### src/rtl/gtech_pkg.sv
// Shared helpers for the generic-tech OR reduction tree: operand/fan-in
// limits and the tree-depth arithmetic used by the top and its stages.
package gtech_pkg;

    localparam int NUM_IN_MAX = 64;
    localparam int RADIX_MAX  = 8;

    // Integer ceiling division, used to size each tree level.
    function automatic int ceil_div(input int n, input int d);
        return (n + d - 1) / d;
    endfunction

    // Number of tree levels needed to fold n words with fan-in r (at least 1).
    function automatic int clog_radix(input int n, input int r);
        int lv;
        int cnt;
        lv  = 0;
        cnt = n;
        while (cnt > 1) begin
            cnt = ceil_div(cnt, r);
            lv  = lv + 1;
        end
        return (lv < 1) ? 1 : lv;
    endfunction

    // Word count present after k levels of folding n words with fan-in r.
    function automatic int level_count(input int n, input int r, input int k);
        int cnt;
        cnt = n;
        for (int i = 0; i < k; i++) begin
            cnt = ceil_div(cnt, r);
        end
        return cnt;
    endfunction

endpackage

### src/rtl/gtech_or_reduce_pipe_if.sv
// Valid/ready bus of the pipelined OR reduction. The STICKY_CLR/STICKY pair
// only exists when GTECH_OR_STICKY_EN is defined.
interface gtech_or_reduce_pipe_if #(
    parameter int WIDTH  = 8,
    parameter int NUM_IN = 8
);
    logic                    IN_VALID;
    logic                    IN_READY;
    logic [NUM_IN*WIDTH-1:0] A;
    logic                    Z_VALID;
    logic                    Z_READY;
    logic [WIDTH-1:0]        Z;
`ifdef GTECH_OR_STICKY_EN
    logic                    STICKY_CLR;
    logic [WIDTH-1:0]        STICKY;

    modport master (output IN_VALID, A, Z_READY, STICKY_CLR,
                    input  IN_READY, Z_VALID, Z, STICKY);
    modport slave  (input  IN_VALID, A, Z_READY, STICKY_CLR,
                    output IN_READY, Z_VALID, Z, STICKY);
`else
    modport master (output IN_VALID, A, Z_READY,
                    input  IN_READY, Z_VALID, Z);
    modport slave  (input  IN_VALID, A, Z_READY,
                    output IN_READY, Z_VALID, Z);
`endif
endinterface

### src/rtl/gtech_or_stage.sv
// One level of the OR tree: folds groups of RADIX words (short last group
// padded with zero) and registers the result with its valid bit. An empty
// slot always accepts, so bubbles collapse under backpressure.
module gtech_or_stage
    import gtech_pkg::*;
#(
    parameter  int WIDTH = 8,
    parameter  int N_IN  = 8,
    parameter  int RADIX = 2,
    localparam int N_OUT = ceil_div(N_IN, RADIX)
) (
    input  logic                   i_clk,
    input  logic                   i_rst,
    input  logic                   i_valid,
    output logic                   o_ready,
    input  logic [N_IN*WIDTH-1:0]  i_data,
    output logic                   o_valid,
    input  logic                   i_ready,
    output logic [N_OUT*WIDTH-1:0] o_data
);

    localparam int PAD_W = N_OUT * RADIX * WIDTH;

    logic [PAD_W-1:0]       w_pad;
    logic [N_OUT*WIDTH-1:0] w_or;
    logic                   r_valid;
    logic [N_OUT*WIDTH-1:0] r_data;

    // Zero-extend so the last group can always read RADIX full words.
    assign w_pad   = PAD_W'(i_data);
    assign o_ready = !r_valid | i_ready;
    assign o_valid = r_valid;
    assign o_data  = r_data;

    // OR each group of RADIX words into one output word.
    always_comb begin
        w_or = '0;
        for (int g = 0; g < N_OUT; g++) begin
            for (int j = 0; j < RADIX; j++) begin
                w_or[g*WIDTH +: WIDTH] = w_or[g*WIDTH +: WIDTH]
                                       | w_pad[(g*RADIX + j)*WIDTH +: WIDTH];
            end
        end
    end

    // Register slice: load when downstream has room, keep data when idle.
    always_ff @(posedge i_clk or posedge i_rst) begin
        if (i_rst) begin
            r_valid <= 1'b0;
            r_data  <= '0;
        end else if (o_ready) begin
            r_valid <= i_valid;
            if (i_valid) begin
                r_data <= w_or;
            end
        end
    end

endmodule

### src/rtl/gtech_or_reduce_pipe.sv
// Pipelined bitwise OR of NUM_IN operands of WIDTH bits through a RADIX-ary
// tree, one register slice per level, full throughput with valid/ready.
// Optional feature macro: GTECH_OR_STICKY_EN adds an accumulator (STICKY)
// of every delivered result, cleared by STICKY_CLR.
module gtech_or_reduce_pipe
    import gtech_pkg::*;
#(
    parameter int WIDTH  = 8,
    parameter int NUM_IN = 8,
    parameter int RADIX  = 2
) (
    input  logic                 CLK,
    input  logic                 RST,
    gtech_or_reduce_pipe_if.slave bus
);

    localparam int LEVELS = clog_radix(NUM_IN, RADIX);

    // w_vld[k] is the valid out of level k (0 = input); w_rdy[k] is the
    // ready into level k, with LEVELS+1 being the downstream ready.
    logic [LEVELS:0]   w_vld;
    logic [LEVELS+1:1] w_rdy;
    logic [WIDTH-1:0]  w_z;

    assign w_vld[0]        = bus.IN_VALID;
    assign w_rdy[LEVELS+1] = bus.Z_READY;
    assign bus.IN_READY    = w_rdy[1];
    assign bus.Z_VALID     = w_vld[LEVELS];
    assign bus.Z           = w_z;

    for (genvar k = 1; k <= LEVELS; k++) begin : g_lvl
        localparam int N_I = level_count(NUM_IN, RADIX, k - 1);
        localparam int N_O = level_count(NUM_IN, RADIX, k);

        logic [N_I*WIDTH-1:0] w_in;
        logic [N_O*WIDTH-1:0] w_q;

        if (k == 1) begin : g_src
            assign w_in = bus.A;
        end else begin : g_src
            assign w_in = g_lvl[k-1].w_q;
        end

        gtech_or_stage #(
            .WIDTH (WIDTH),
            .N_IN  (N_I),
            .RADIX (RADIX)
        ) u_stage (
            .i_clk   (CLK),
            .i_rst   (RST),
            .i_valid (w_vld[k-1]),
            .o_ready (w_rdy[k]),
            .i_data  (w_in),
            .o_valid (w_vld[k]),
            .i_ready (w_rdy[k+1]),
            .o_data  (w_q)
        );
    end

    // The last level always folds down to a single word.
    assign w_z = g_lvl[LEVELS].w_q;

`ifdef GTECH_OR_STICKY_EN
    logic             w_hs;
    logic [WIDTH-1:0] r_sticky;

    assign w_hs       = w_vld[LEVELS] & bus.Z_READY;
    assign bus.STICKY = r_sticky;

    // Accumulate delivered results; a clear in the same cycle wins first.
    always_ff @(posedge CLK or posedge RST) begin
        if (RST) begin
            r_sticky <= '0;
        end else if (bus.STICKY_CLR) begin
            r_sticky <= w_hs ? w_z : '0;
        end else if (w_hs) begin
            r_sticky <= r_sticky | w_z;
        end
    end
`endif

endmodule

### src/flat_wrapper.sv
// flat-port wrapper written by rule: the top's interface ports become plain ports
module gtech_or_reduce_pipe_flat import gtech_pkg::*;
#(
    parameter int WIDTH  = 8,
    parameter int NUM_IN = 8,
    parameter int RADIX  = 2
)
  (CLK, RST, bus_IN_VALID, bus_A, bus_Z_READY, bus_IN_READY, bus_Z_VALID, bus_Z);
  gtech_or_reduce_pipe_if #(.WIDTH(WIDTH), .NUM_IN(NUM_IN)) bus_i ();
  input  logic CLK;
  input  logic RST;
  input wire logic [$bits(bus_i.IN_VALID)-1:0] bus_IN_VALID;
  input wire logic [$bits(bus_i.A)-1:0] bus_A;
  input wire logic [$bits(bus_i.Z_READY)-1:0] bus_Z_READY;
  output wire logic [$bits(bus_i.IN_READY)-1:0] bus_IN_READY;
  output wire logic [$bits(bus_i.Z_VALID)-1:0] bus_Z_VALID;
  output wire logic [$bits(bus_i.Z)-1:0] bus_Z;
  assign bus_i.IN_VALID = bus_IN_VALID;
  assign bus_i.A = bus_A;
  assign bus_i.Z_READY = bus_Z_READY;
  assign bus_IN_READY = bus_i.IN_READY;
  assign bus_Z_VALID = bus_i.Z_VALID;
  assign bus_Z = bus_i.Z;
  gtech_or_reduce_pipe #(.WIDTH(WIDTH), .NUM_IN(NUM_IN), .RADIX(RADIX)) u_core (.CLK(CLK), .RST(RST), .bus(bus_i));
endmodule
### config.mk
export PLATFORM = sky130hd
export DESIGN_NAME = gtech_or_reduce_pipe_flat
export DESIGN_NICKNAME = d
export VERILOG_FILES = /design/src/rtl/gtech_pkg.sv /design/src/rtl/gtech_or_reduce_pipe_if.sv /design/src/rtl/gtech_or_stage.sv /design/src/rtl/gtech_or_reduce_pipe.sv /design/src/flat_wrapper.sv
export SDC_FILE = /design/constraint.sdc
export NUM_CORES = 1
export LEC_CHECK = 0
export ABC_AREA = 1
export CORE_MARGIN = 1
export CORE_UTILIZATION = 45
export CTS_CLUSTER_SIZE = 30
export DETAILED_ROUTE_END_ITERATION = 8
export PLACE_DENSITY = 0.74
export SYNTH_ARGS = -nofsm -noshare
export SYNTH_HDL_FRONTEND = slang
export SYNTH_SLANG_ARGS = --single-unit
### constraint.sdc
create_clock -name CLK -period 5.35 [get_ports CLK]
set_clock_uncertainty 0.1 [all_clocks]
set_input_delay 1.605 -clock CLK [delete_from_list [all_inputs] [get_ports CLK]]
set_output_delay 1.605 -clock CLK [all_outputs]
set_load 0.05 [all_outputs]
==> impl_metrics.prom <==
# TYPE chip_impl_metric gauge
chip_impl_metric{name="finalCriticalPeriod",unit="ns"} 4.72
chip_impl_metric{name="postCtsHoldBufs",unit=""} 0
chip_impl_info{name="tritoncts",value="yes"} 1
chip_impl_metric{name="die_height",unit="um"} 76.9
chip_impl_info{name="crit_type",value="primary input to output port"} 1
chip_impl_info{name="post-synth-top-area-cell",value="sky130_fd_sc_hd__dfrtp_1"} 1
chip_impl_metric{name="grt_antenna_before_repair",unit=""} 0
chip_impl_info{name="cts-root-buf",value="sky130_fd_sc_hd__clkbuf_8"} 1
chip_impl_info{name="worstHoldPathType",value="flip-flop to flip-flop"} 1
chip_impl_metric{name="route.detailed.wl_per_inst",unit="um"} 11.2
chip_impl_metric{name="power.ir.vdd_worst",unit="V"} 0.000284
chip_impl_metric{name="boundaryPins",unit=""} 78
chip_impl_info{name="final_cell_mix",value="sky130_fd_sc_hd__nand2_1, sky130_fd_sc_hd__clkdlybuf4s50_1, sky130_fd_sc_hd__dfrtp_1"} 1
chip_impl_metric{name="design.final.nets",unit=""} 429
chip_impl_metric{name="cts.sinks",unit=""} 59
chip_impl_metric{name="global_route_wire_length_before_repair",unit="um"} 8560
chip_impl_metric{name="layout-drive-gt1-share",unit=""} 0.146
chip_impl_metric{name="multi_input_comb_area",unit="sq um"} 958
chip_impl_metric{name="worstMarginPinSlew",unit="ns"} 0.615
chip_impl_metric{name="worst_setup_hold_path_clk_slew",unit="ns"} 0.06
chip_impl_metric{name="synth_fp_nets",unit=""} 352
chip_impl_metric{name="timing.final.max_slew_violations",unit=""} 0
chip_impl_metric{name="vias",unit=""} 2059
chip_impl_metric{name="pin_count_of_the_biggest_net_entering_global_routing",unit=""} 39
chip_impl_metric{name="yosys.cell_types.count",unit=""} 16
chip_impl_metric{name="core_area",unit="sq mm"} 0.00524
chip_impl_info{name="layout_commonest_cell",value="sky130_fd_sc_hd__nand2_1"} 1
chip_impl_metric{name="maxCapViolCount",unit=""} 0
chip_impl_info{name="rsz0062_at_grt",value="no"} 1
chip_impl_metric{name="clock_insertion_delay_worst_skew",unit="ns"} 0.33
chip_impl_metric{name="finalInstanceArea",unit="sq mm"} 0.00354
chip_impl_info{name="critical_path.most_common_cell",value="sky130_fd_sc_hd__clkdlybuf4s50_1"} 1
chip_impl_metric{name="detail_route.drc_violations",unit=""} 0
chip_impl_metric{name="data_required_time_of_the_worst_path",unit="ns"} 3.65
chip_impl_metric{name="design_power_total",unit="mW"} 1.53
chip_impl_metric{name="final_hold_viol_count",unit=""} 0
chip_impl_metric{name="iteration_0_drc_markers",unit=""} 89
chip_impl_metric{name="dr.pass1.iters",unit=""} 4
chip_impl_metric{name="synth-seq-area-share",unit=""} 0.585
chip_impl_metric{name="synthCells",unit=""} 284
chip_impl_metric{name="die_x",unit="um"} 76.9
chip_impl_metric{name="htree_num_levels",unit=""} 3
chip_impl_metric{name="seq_area",unit="sq mm"} 0.00148
chip_impl_metric{name="routed_via_density",unit=""} 4.74
chip_impl_metric{name="dpl.hpwl",unit="um"} 3430
chip_impl_metric{name="count_of_inserted_antenna_diode_cells",unit=""} 0
chip_impl_info{name="path_cells",value="clkdlybuf4s50_1, inv_2, nand4_4, clkdlybuf4s50_1"} 1
chip_impl_info{name="ranking_of_synthesized_cells_by_area",value="sky130_fd_sc_hd__dfrtp_1, sky130_fd_sc_hd__nand2_1, sky130_fd_sc_hd__or2_2, sky130_fd_sc_hd__nand3_1, sky130_fd_sc_hd__o21ai_0"} 1
chip_impl_metric{name="max_freq",unit="MHz"} 212
chip_impl_metric{name="post-cts-setup-buffer-count",unit=""} 0
chip_impl_metric{name="initial_utilization",unit=""} 0.482
chip_impl_metric{name="power_density",unit="mW/mm^2"} 432
chip_impl_metric{name="timing.critical_path.arrival",unit="ns"} 3.01
chip_impl_metric{name="fill_cells",unit=""} 454
chip_impl_metric{name="synth-seq-cells",unit=""} 59
chip_impl_metric{name="buffer_ports.inserted",unit=""} 77
chip_impl_metric{name="clock_tree.buffer_depth",unit=""} 2
chip_impl_metric{name="route.final.wire_length",unit="um"} 4840
chip_impl_metric{name="cp_max_fo",unit=""} 3
chip_impl_metric{name="finalCoreUtilization",unit=""} 0.676
chip_impl_metric{name="clock_buffer_count_from_cts",unit=""} 9
chip_impl_metric{name="fin_tns_setup",unit="ns"} 0
chip_impl_metric{name="crit_path_max_incr_delay",unit="ns"} 0.82
chip_impl_info{name="critical_path_start_type",value="primary input"} 1
chip_impl_metric{name="yosys.area.top_type_share",unit=""} 0.585
chip_impl_metric{name="antenna_left",unit=""} 0
chip_impl_metric{name="yosys_warnings",unit=""} 0
chip_impl_info{name="crit_slowest_cell",value="sky130_fd_sc_hd__clkdlybuf4s50_1"} 1
chip_impl_metric{name="std_cell_rows",unit=""} 26
chip_impl_metric{name="slew_headroom",unit=""} 0.589
chip_impl_metric{name="gr-usage-all-layers",unit=""} 0.189
chip_impl_metric{name="die_area",unit="sq mm"} 0.00591
chip_impl_info{name="run_status",value="finished clean"} 1
chip_impl_metric{name="placed_area",unit="sq mm"} 0.00332
chip_impl_metric{name="gpl.final_weighted_congestion",unit=""} 0.732
chip_impl_metric{name="setup_violations",unit=""} 0
chip_impl_metric{name="fin_crit_sh",unit=""} 0.882
chip_impl_metric{name="syn_to_final_growth",unit="%"} 40.3
chip_impl_metric{name="grt-ovfl-total",unit=""} 0
chip_impl_info{name="crit_path_end_kind",value="output port"} 1
chip_impl_metric{name="synth.cell_area",unit="sq mm"} 0.00252
chip_impl_metric{name="number_of_global_route_vias_before_repair",unit=""} 1968
chip_impl_metric{name="cts_resized",unit=""} 0
chip_impl_metric{name="syn_area_per_cell",unit="sq um"} 8.88
chip_impl_metric{name="cellLeakagePower",unit="nW"} 1.64
==> synth_stat cells <==
library cell,count
sky130_fd_sc_hd__nand2_1,93
sky130_fd_sc_hd__dfrtp_1,59
sky130_fd_sc_hd__nand3_1,33
sky130_fd_sc_hd__or2_2,32
sky130_fd_sc_hd__nor2_1,24
sky130_fd_sc_hd__o21ai_0,23
sky130_fd_sc_hd__buf_4,6
sky130_fd_sc_hd__buf_2,3
sky130_fd_sc_hd__buf_1,2
sky130_fd_sc_hd__clkbuf_1,2
sky130_fd_sc_hd__nand2_2,2
sky130_fd_sc_hd__clkbuf_2,1
sky130_fd_sc_hd__inv_1,1
sky130_fd_sc_hd__inv_2,1
sky130_fd_sc_hd__nand4_4,1
sky130_fd_sc_hd__o21ai_1,1
==> power breakdown <==
part | switching (mW) | internal, mW | total, mW
registers | 0.0723 | 0.573 | 0.645
clock network | 0.160 | 0.283 | 0.443
logic | 0.266 | 0.175 | 0.441
==> critical path, delay by kind of cell <==
kind / cells / cell delay [ns]
buffers and inverters: 3 / 1.35
AND/OR/NAND/NOR: 1 / 0.06
==> per-stage QoR <==
step / std cells / hold slack [ns] / setup WS [ns]
finish: 434 / 0.371 / 0.632
detailed placement: 420 / 0.359 / 0.629
global route: 434 / 0.397 / 0.603
floorplan: 284 / 0.343 / 1.58
CTS: 434 / 0.373 / 0.624
global placement: 420 / 0.354 / 0.631
==> layout make-up <==
type | instances | share of cell area
repair buffers | 80 | 0.224
well taps | 70 | 0.0248
clock inverters | 2 | 0.0170
clock buffers | 12 | 0.0438
inverters | 2 | 0.00212
flip-flops and latches | 59 | 0.417
multi-input cells | 209 | 0.271
==> path summary, 6_finish.rpt <==
path                                                      end  slack, ns                              start  depth (start not counted)
min in group asynchronous   u_core.g_lvl[2].u_stage.o_data[6]       1.50                                RST                          2
hold reg to reg             u_core.g_lvl[1].u_stage.o_data[7]       0.37  u_core.g_lvl[1].u_stage.o_data[7]                          2
setup / recovery                                 bus_IN_READY       0.63                        bus_Z_READY                          4
setup reg to reg           u_core.g_lvl[1].u_stage.o_data[12]       3.51    u_core.g_lvl[3].u_stage.o_valid                          5
max in group asynchronous  u_core.g_lvl[1].u_stage.o_data[21]       2.82                                RST                          3
hold / removal              u_core.g_lvl[1].u_stage.o_data[7]       0.37  u_core.g_lvl[1].u_stage.o_data[7]                          2
==> cells by family after synthesis <==
kind of cell,after synthesis,synth area share
simple gates,185,0.332
flops,59,0.585
compound gates,24,0.0476
buf+inv,16,0.0347
==> routing by layer <==
layer,up-vias,part of all wire,track usage
li1,1059,-,-
met1,940,0.47,0.228
met2,53,0.47,0.311
met3,7,0.047,0.0548
met4,0,0.015,0.0865
met5,-,0,0
==> registers in the layout (all words and copies together), names as in the netlist <==
register	cells
u_core.g_lvl.u_stage.o_data	56
u_core.g_lvl.u_stage.o_valid	3
Power figures use the tool's default switching activity.
